<file path="config.mk">
export PLATFORM = sky130hd
export DESIGN_NAME = exec_unit_pipe_flat
export DESIGN_NICKNAME = d
export VERILOG_FILES = /design/src/rtl/exec_pkg.sv /design/src/rtl/exec_unit_pipe_if.sv /design/src/rtl/alu_shift_core.sv /design/src/rtl/exec_unit_pipe.sv /design/src/flat_wrapper.sv
export SDC_FILE = /design/constraint.sdc
export NUM_CORES = 1
export LEC_CHECK = 0
export CAP_MARGIN = 20
export CORE_ASPECT_RATIO = 1.25
export CORE_MARGIN = 2
export CORE_UTILIZATION = 45
export CTS_BUF_LIST = sky130_fd_sc_hd__clkbuf_2
export DETAILED_ROUTE_END_ITERATION = 12
export HOLD_SLACK_MARGIN = 0.02
export PLACE_DENSITY = 0.77
export SYNTH_ARGS = -nofsm -noshare
export SYNTH_HDL_FRONTEND = slang
export SYNTH_HIERARCHICAL = 1
export SYNTH_SLANG_ARGS = --single-unit
</file>
<file path="constraint.sdc">
create_clock -name clk -period 5.24 [get_ports clk]
set_input_delay 0.524 -clock clk [delete_from_list [all_inputs] [get_ports clk]]
set_output_delay 0.524 -clock clk [all_outputs]
set_load 0.005 [all_outputs]
</file>
<file path="src/rtl/exec_pkg.sv">
// Shared opcode encoding for the pipelined execute unit.
// Bit 3 of the opcode selects the shifter group; the rest are ALU ops.
package exec_pkg;

   typedef enum logic [3:0] {
      OP_AND = 4'd0,
      OP_OR  = 4'd1,
      OP_ADD = 4'd2,
      OP_SUB = 4'd3,
      OP_SLT = 4'd4,
      OP_NOR = 4'd5,
      OP_SLL = 4'd8,
      OP_SRL = 4'd9,
      OP_SRA = 4'd10,
      OP_ROL = 4'd11
   } op_e;

   function automatic logic OP_IS_SHIFT(logic [3:0] op);
      return op[3];
   endfunction

endpackage

</file>
<file path="src/rtl/exec_unit_pipe_if.sv">
// Decode-side request and writeback-side result channels of the execute unit.
// Both channels use valid/ready: a beat moves on a rising edge where valid && ready.
interface exec_unit_pipe_if #(
   parameter int WIDTH = 32
);
   logic             in_valid;
   logic             in_ready;
   logic [3:0]       in_op;
   logic [WIDTH-1:0] in_a;
   logic [WIDTH-1:0] in_b;
   logic             out_valid;
   logic             out_ready;
   logic [WIDTH-1:0] out_result;
   logic             out_zero;
   logic             out_overflow;

   modport master (
      output in_valid, in_op, in_a, in_b, out_ready,
      input  in_ready, out_valid, out_result, out_zero, out_overflow
   );

   modport slave (
      input  in_valid, in_op, in_a, in_b, out_ready,
      output in_ready, out_valid, out_result, out_zero, out_overflow
   );
endinterface

</file>
<file path="src/rtl/alu_shift_core.sv">
// Combinational ALU + shifter behind one opcode; result flags derive from the result.
// Only the low SHW bits of b act as the shift amount.
module alu_shift_core
   import exec_pkg::*;
#(
   parameter int WIDTH = 32
) (
   input  logic [3:0]       op,
   input  logic [WIDTH-1:0] a,
   input  logic [WIDTH-1:0] b,
   output logic [WIDTH-1:0] result,
   output logic             zero,
   output logic             overflow
);
   localparam int SHW = $clog2(WIDTH);

   logic [SHW-1:0]     sh;
   logic [WIDTH-1:0]   sum;
   logic [WIDTH-1:0]   diff;
   logic [2*WIDTH-1:0] rot;

   assign sh   = b[SHW-1:0];
   assign sum  = a + b;
   assign diff = a - b;
   // Rotating {a,a} leaves the rotated word in the upper half.
   assign rot  = {a, a} << sh;

   always_comb begin
      result   = '0;
      overflow = 1'b0;
      if (OP_IS_SHIFT(op)) begin
         case (op)
            OP_SLL:  result = a << sh;
            OP_SRL:  result = a >> sh;
            OP_SRA:  result = $signed(a) >>> sh;
            OP_ROL:  result = rot[2*WIDTH-1:WIDTH];
            default: result = '0;
         endcase
      end else begin
         case (op)
            OP_AND: result = a & b;
            OP_OR:  result = a | b;
            OP_ADD: begin
               result   = sum;
               overflow = (a[WIDTH-1] == b[WIDTH-1]) && (sum[WIDTH-1] != a[WIDTH-1]);
            end
            OP_SUB: begin
               result   = diff;
               overflow = (a[WIDTH-1] != b[WIDTH-1]) && (diff[WIDTH-1] != a[WIDTH-1]);
            end
            OP_SLT:  result = {{(WIDTH-1){1'b0}}, ($signed(a) < $signed(b))};
            OP_NOR:  result = ~(a | b);
            default: result = '0;
         endcase
      end
   end

   assign zero = (result == '0);

endmodule

</file>
<file path="src/rtl/exec_unit_pipe.sv">
// Two-stage execute pipe: S1 holds the operation, S2 holds result and flags.
// A stage loads when it is empty or the stage after it is loading, so ops never reorder.
module exec_unit_pipe
   import exec_pkg::*;
#(
   parameter int WIDTH = 32
) (
   input logic             clk,
   input logic             rst_n,
   exec_unit_pipe_if.slave io
);
   logic             ready_q, ready_d;
   logic             s1_valid_q, s1_valid_d;
   logic [3:0]       s1_op_q, s1_op_d;
   logic [WIDTH-1:0] s1_a_q, s1_a_d;
   logic [WIDTH-1:0] s1_b_q, s1_b_d;
   logic             s2_valid_q, s2_valid_d;
   logic [WIDTH-1:0] s2_result_q, s2_result_d;
   logic             s2_zero_q, s2_zero_d;
   logic             s2_ovf_q, s2_ovf_d;

   logic             s1_load, s2_load;
   logic [WIDTH-1:0] core_result;
   logic             core_zero, core_ovf;

   alu_shift_core #(.WIDTH(WIDTH)) u_core (
      .op       (s1_op_q),
      .a        (s1_a_q),
      .b        (s1_b_q),
      .result   (core_result),
      .zero     (core_zero),
      .overflow (core_ovf)
   );

   // ready_q keeps the input closed while in reset and opens it one edge after release.
   always_comb begin
      s2_load     = !s2_valid_q || io.out_ready;
      s1_load     = ready_q && (!s1_valid_q || s2_load);
      ready_d     = 1'b1;
      s1_valid_d  = s1_valid_q;
      s1_op_d     = s1_op_q;
      s1_a_d      = s1_a_q;
      s1_b_d      = s1_b_q;
      s2_valid_d  = s2_valid_q;
      s2_result_d = s2_result_q;
      s2_zero_d   = s2_zero_q;
      s2_ovf_d    = s2_ovf_q;
      if (s2_load) begin
         s2_valid_d = s1_valid_q;
         if (s1_valid_q) begin
            s2_result_d = core_result;
            s2_zero_d   = core_zero;
            s2_ovf_d    = core_ovf;
         end
      end
      if (s1_load) begin
         s1_valid_d = io.in_valid;
         if (io.in_valid) begin
            s1_op_d = io.in_op;
            s1_a_d  = io.in_a;
            s1_b_d  = io.in_b;
         end
      end
   end

   always_ff @(posedge clk or negedge rst_n) begin
      if (!rst_n) begin
         ready_q     <= 1'b0;
         s1_valid_q  <= 1'b0;
         s1_op_q     <= '0;
         s1_a_q      <= '0;
         s1_b_q      <= '0;
         s2_valid_q  <= 1'b0;
         s2_result_q <= '0;
         s2_zero_q   <= 1'b0;
         s2_ovf_q    <= 1'b0;
      end else begin
         ready_q     <= ready_d;
         s1_valid_q  <= s1_valid_d;
         s1_op_q     <= s1_op_d;
         s1_a_q      <= s1_a_d;
         s1_b_q      <= s1_b_d;
         s2_valid_q  <= s2_valid_d;
         s2_result_q <= s2_result_d;
         s2_zero_q   <= s2_zero_d;
         s2_ovf_q    <= s2_ovf_d;
      end
   end

   assign io.in_ready     = s1_load;
   assign io.out_valid    = s2_valid_q;
   assign io.out_result   = s2_result_q;
   assign io.out_zero     = s2_zero_q;
   assign io.out_overflow = s2_ovf_q;

endmodule

</file>
<file path="src/flat_wrapper.sv">
// flat-port wrapper written by rule: the top's interface ports become plain ports
module exec_unit_pipe_flat import exec_pkg::*;
#(
   parameter int WIDTH = 32
)
  (clk, rst_n, io_in_valid, io_in_op, io_in_a, io_in_b, io_out_ready, io_in_ready, io_out_valid, io_out_result, io_out_zero, io_out_overflow);
  exec_unit_pipe_if #(.WIDTH(WIDTH)) io_i ();
  input logic clk;
  input logic rst_n;
  input wire logic [$bits(io_i.in_valid)-1:0] io_in_valid;
  input wire logic [$bits(io_i.in_op)-1:0] io_in_op;
  input wire logic [$bits(io_i.in_a)-1:0] io_in_a;
  input wire logic [$bits(io_i.in_b)-1:0] io_in_b;
  input wire logic [$bits(io_i.out_ready)-1:0] io_out_ready;
  output wire logic [$bits(io_i.in_ready)-1:0] io_in_ready;
  output wire logic [$bits(io_i.out_valid)-1:0] io_out_valid;
  output wire logic [$bits(io_i.out_result)-1:0] io_out_result;
  output wire logic [$bits(io_i.out_zero)-1:0] io_out_zero;
  output wire logic [$bits(io_i.out_overflow)-1:0] io_out_overflow;
  assign io_i.in_valid = io_in_valid;
  assign io_i.in_op = io_in_op;
  assign io_i.in_a = io_in_a;
  assign io_i.in_b = io_in_b;
  assign io_i.out_ready = io_out_ready;
  assign io_in_ready = io_i.in_ready;
  assign io_out_valid = io_i.out_valid;
  assign io_out_result = io_i.out_result;
  assign io_out_zero = io_i.out_zero;
  assign io_out_overflow = io_i.out_overflow;
  exec_unit_pipe #(.WIDTH(WIDTH)) u_core (.clk(clk), .rst_n(rst_n), .io(io_i));
endmodule
</file>
# Yosys cells after proc, flatten, opt, wreduce, memory -nomap -nowiden
# Cells that the tools add are included.
op_classes:
  n_mux: 5
  shift: 4
  n_bitwise: 3
  order_cmp: 1
  n_eq_ne: 13
  add_sub_neg: 2
  n_reduce_logical: 11
ops:
  columns: ["op", "n"]
  rows:
  - ["32-bit case mux with 6 select lines", 1]
  - ["32-bit case mux with 4 select lines", 1]
  - ["64-bit by 5-bit left shift with 64-bit output", 1]
  - ["32-bit adder", 1]
  - ["32-bit bitwise AND", 1]
  - ["32-bit zero test", 1]
  - ["32-bit less-than comparator", 1]
  - ["32-bit 2-to-1 mux", 1]
  - ["32-bit NOT", 1]
  - ["32-bit OR", 1]
  - ["32-bit by 5-bit left shift with 32-bit output", 1]
  - ["32-bit by 5-bit right shift with 32-bit output", 1]
  - ["32-bit by 5-bit >>> shifter with 32-bit output", 1]
  - ["32-bit subtractor", 1]
  - ["4-bit == test (second input constant)", 4]
  - ["4-bit by 2-bit == test with 1-bit output (second input constant)", 2]
  - ["4-bit by 3-bit == test with 1-bit output (second input constant)", 2]
  - ["4-bit by 1-bit == test with 1-bit output (second input constant)", 1]
  - ["4-bit zero test", 1]
  - ["2-bit AND reduction", 2]
  - ["1-bit logical AND", 3]
  - ["1-bit inequality test", 3]
  - ["1-bit zero test", 2]
  - ["1-bit logical OR", 2]
  - ["other kinds (3)", 3]
word_totals:
  ff_bits: 105
  elab_cells: 48
  inputBits: 72

# Depth between registers and ports, before layout
# Gate-level depths: netlist of the first run.
logic_depth:
  ltp_word: 5
  mapped_depth: 20
  depth_no_buf: 15

# Hierarchy
# The synthesis of the first run kept the hierarchy.
by_module_without_submodules:
  columns: ["module", "cells_each", "area_each_um2", "seq_area_each_um2", "n_inst"]
  rows:
  - ["alu_shift_core", 1596, 11290.8, 0.0, 1]
  - ["exec_unit_pipe", 228, 4018.9, 2627.5, 1]

# Worst setup path after synthesis of the first run
# Ideal clock, no wire load.
synth_path:
  kind: "reg-to-reg"
  start: "register u_core.s1_b_q[3]"
  end: "register u_core.s2_zero_q, in the netlist u_core/io.out_zero"
  required_time_ps: 5175
  path_stages_with_launch: 20
  arrival_ps: 4894
  slack_ps: 282
  period_less_slack_ps: 4958
  setup_time_ps: 65
  cell_sequence: "dfrtp_1 > buf_2 > buf_2 > inv_1 > buf_2 > buf_1 > buf_2 > ha_1 > clkbuf_1 > or4_4 > a2111oi_4 > nor2_1 > o21a_1 > o211a_1 > a221oi_1 > o21ai_0 > or2_2 > or4_1 > nor4_2 > mux2_2"
synth_between:
  word_cells_on_any_way: 14
  classes_between: "2 x add/sub; 1 x order compare; 4 x shift; 3 x mux; 3 x bitwise; 1 x reduce/logical"
synth_lines:
  columns: ["item", "line_no", "text"]
  rows:
  - ["start: declaration", "exec_unit_pipe.sv:16", "logic [WIDTH-1:0] s1_b_q, s1_b_d;"]
  - ["start signal: assignment", "exec_unit_pipe.sv:72", "s1_b_q <= '0;"]
  - ["start signal: assignment", "exec_unit_pipe.sv:82", "s1_b_q <= s1_b_d;"]
  - ["32-bit subtractor, or another cell as far along", "alu_shift_core.sv:24", "assign diff = a - b;"]
  - ["32-bit case mux with 6 select lines or 32-bit case mux with 4 select lines (tied branches)", "alu_shift_core.sv:40, alu_shift_core.sv:32", null]
  - ["32-bit 2-to-1 mux *", "alu_shift_core.sv:31", "if (OP_IS_SHIFT(op)) begin"]
  - ["via u_core.core_result[25]", "exec_unit_pipe.sv:23", "logic [WIDTH-1:0] core_result;"]
  - ["32-bit zero test *", "alu_shift_core.sv:58", "assign zero = (result == '0);"]
  - ["via u_core.core_zero", "exec_unit_pipe.sv:24", "logic core_zero, core_ovf;"]
  - ["end signal: assignment", "exec_unit_pipe.sv:85", "s2_zero_q <= s2_zero_d;"]
  - ["end: declaration", "exec_unit_pipe.sv:19", "logic s2_zero_q, s2_zero_d;"]
# Mark *: on every way through the listed nets, which the timed path passes. The rest lies on a longest branch.
# A chain may end at the register's enable or synchronous reset.

# Worst setup path after layout of the first run
# Ends and elaborated chain as after synthesis.

==> results of run 1 <==
-- critical path: stages (launching register included) --
cell and delay [ns]:
dfrtp_4 0.68, inv_1 0.10, buf_4 0.22, buf_4 0.28, nand2_1 0.63, o31ai_1 0.19, a21oi_1 0.45, o221ai_1 0.36
a211oi_1 0.33, buf_4 0.18, nand2_1 0.08, and4b_1 0.27, nand4_1 0.19, or4_1 0.59, nor4_2 0.14, mux2_2 0.18
-- cells in the final DEF, fill, tap and decap left out, drive strengths merged, types with 17 or more instances in the layout --
cell type        n
nand3           29
clkdlybuf4s50  106
ha             109
dfrtp          105
a211oi          24
o22ai           27
buf            153
or3             18
o31ai           17
mux2           150
a31oi           27
o221ai          17
and2            17
o211ai          18
o21ai           97
nor2           143
nor3            47
nand2          137
inv            103
nor2b           18
nand2b          18
mux4            51
a21oi          123
mux2i           58
nor4            17
or2             19
a21o            20
-- timing repair --
| action | CTS | global route |
|---|---|---|
| setup buffers | 0 | 0 |
| endpoints found under the hold margin | 47 | 0 |
| hold buffers | 1 | 0 |
-- layout make-up --
class                   count  area [um2]
fillers                  3202       15900
multi-input cells        1469       11600
flip-flops and latches    105        2640
repair buffers            260        2290
well taps                 423         529
inverters                  99         372
clock inverters             7        82.6
clock buffers               9        45.0
diodes                      6        15.0
-- sequential cells by signal (all words and copies together), names as in the netlist --
signal                  flops
u_core/io.out_valid         1
u_core/s1_b_q              32
u_core/io.out_overflow      1
u_core/s1_op_q              4
u_core/io.out_result       32
u_core/ready_q              1
u_core/s1_a_q              32
u_core/io.out_zero          1
u_core/s1_valid_q           1
-- power breakdown --
| group | internal [mW] | leakage (nW) | total (mW) | switching (mW) |
|---|---|---|---|---|
| registers | 1.03 | 1.25 | 1.40 | 0.363 |
| clock network | 0.121 | 0.0768 | 0.458 | 0.337 |
| logic | 2.46 | 6.02 | 6.16 | 3.70 |
| total | 3.62 | 7.35 | 8.02 | 4.40 |
-- through the flow --
stage               setup slack, ns  area (um2)  power, mW
floorplan                     0.282       15300       4.81
global route                 0.0922       17600       8.32
detailed placement            0.564       17400       7.19
CTS                           0.451       17600       7.68
global placement              0.588       17400       7.21
finish                        0.307       17600       8.02
-- per-layer routing --
layer / vias up / track usage / part of all wire
met4: 10 / 0.339 / 0.095
met1: 8292 / 0.519 / 0.36
li1: 7160 / - / -
met2: 1279 / 0.678 / 0.43
met3: 428 / 0.146 / 0.12
met5: - / 0 / 0.00087
-- final timing paths --
check / end / cells after the start / slack, ns / startpoint
setup / recovery: u_core/io.out_zero / 15 / 0.31 / u_core/s1_b_q[3]
setup reg to reg: u_core/io.out_zero / 15 / 0.31 / u_core/s1_b_q[3]
max in group asynchronous: u_core/s1_a_q[29] / 3 / 3.71 / rst_n
hold / removal: u_core/s1_a_q[3] / 2 / 0.27 / rst_n
hold reg to reg: u_core/io.out_result[22] / 1 / 0.55 / u_core/io.out_result[22]
min in group clk: u_core/s1_op_q[3] / 2 / 0.32 / io_in_op[3]
-- logic make-up after synthesis --
kind of cell               count (synthesis)
buffers and inverters                    250
and+or+nand+nor                          521
xor gates and xnor gates                  17
AOI/OAI and AO/OA                        560
other                                      1
adders and majority gates                111
DFF                                      105
muxes                                    259
==> run_results.csv, run 1 <==
group,metric,value,unit
outcome,outcome,"complete, no violations",
synth,syn_area,15300,um2
setup_path,cp-start-kind,"flop",
layout,area_growth,14.9,%
setup_path,critical_path_class,"reg2reg",
synth,synth_flop_cell,"dfrtp_1",
floorplanning,ios,108,
synth,synthSimpleGateAreaFrac,0.169,
floorplanning,start_util,0.457,
pwr,powerDensity,456,nW/um2
synth,synth_commonest_cells,"142 x nor2_1, 136 x nand2_1, 124 x mux2_2, 122 x a21oi_1, 109 x ha_1",
synth,avgSynthCellArea,8.39,um2
sta,rsz0062_at_grt,"false",
layout,drive_above_1_share,0.220,
synth,ys_seq_elements,105,
synth,synth_edf_count,0,
routing,firstDrtPassIters,6,
synth,synth-adder-area-share,0.0917,
placed_design,dp_cells,2353,
sta,hold_ws,0.268,ns
synth,synth_cells,1824,
layout,final_nets,2127,
synth,synth_compound_area_frac,0.257,
setup_path,worstPathArrival,5.64,ns
synth,synth_area_leaders,"dfrtp_1 17%, mux2_2 9.1%, ha_1 8.9%, mux4_2 7.5%, a21oi_1 4.0%",
placed_design,gp_congestion,1.11,
synth,synthArstFlopShare,1.00,
sta,slew_headroom,0.179,
synth,ys_seq_area_frac,0.172,
sta,setup_tns,0,ns
synth,synth_top_area_share,0.172,
routing,drc,0,
setup_path,required,5.94,ns
run,maxCapViolCount,0,
setup_path,crit_fanout,24,
synth,synth-xor-area-share,0.00973,
routing,drt-initial-drc-count,2704,
hold_path,min_path_type,"in2async",
global_routing,grt_max_degree,82,
clocking,numCtsBuffers,9,
sta,drv_slew,0,
layout,post-route-util,0.525,
synth,synth_top_family_by_area,"compound AO/OA/AOI/OAI gates",
pwr,ir_drop,0.320,mV
synth,synth_cell_types,104,
floorplanning,die_w,169,um
global_routing,grt_pass1_wl,115000,um
pwr,p_leak,7.35,nW
floorplanning,die-area,35500,um2
routing,routedWlPerCell,33.2,um
sta,layout_min_cycle_time,4.93,ns
sta,fmax,0.203,GHz
routing,drtAntennaViolNets,0,
clocking,cts_buffer_depth,2,
clocking,cts_tree,"done",
placed_design,io_buffers,107,
synth,syn_nets,2007,
global_routing,gr-total-overflow,0,
routing,viasPerCell,7.22,
setup_path,cp-end-kind,"flop",
synth,yosys_warnings,6,
clocking,h-tree-depth,3,
sta,final_hold_viol_count,0,
floorplanning,core_area,33500,um2
floorplanning,rows,75,
layout,finalNonFillerCells,2378,
routing,routed_wirelength,79000,um
routing,vias,17200,
synth,yosys-mux-area-fraction,0.229,
placed_design,dp_hpwl,59200,um
global_routing,grt_util_all_layers,0.445,
sta,skew,0.0469,ns
sta,min_period_over_period,0.941,
clocking,ctsResizeCount,0,
synth,yosysTopAreaCell,"dfrtp_1",
clocking,clk_pin_slew,0.36,ns
sta,setup_viol,0,
clocking,cts_root_buf,"clkbuf_2",
floorplanning,die_h,210,um
clocking,cts.sink_count,105,
global_routing,first_global_vias,16700,
global_routing,antenna_found_initial,12,
sta,worstMarginPinSlew,1.22,ns
synth,yosysMostFrequentCell,"nor2_1",
clocking,clock_latency,0.78,ns
Note: power is estimated with default switching activity, not from simulation.
==> run 2, diff against run 1 <==
--- a/config.mk
+++ b/config.mk
@@ -10,6 +10,7 @@
 export CORE_MARGIN = 2
 export CORE_UTILIZATION = 45
 export CTS_BUF_LIST = sky130_fd_sc_hd__clkbuf_2
+export CTS_CLUSTER_DIAMETER = 60
 export DETAILED_ROUTE_END_ITERATION = 12
 export HOLD_SLACK_MARGIN = 0.02
 export PLACE_DENSITY = 0.77
==> results of run 2 <==
Final layout, timing and power as in run 1 (identical DEF).
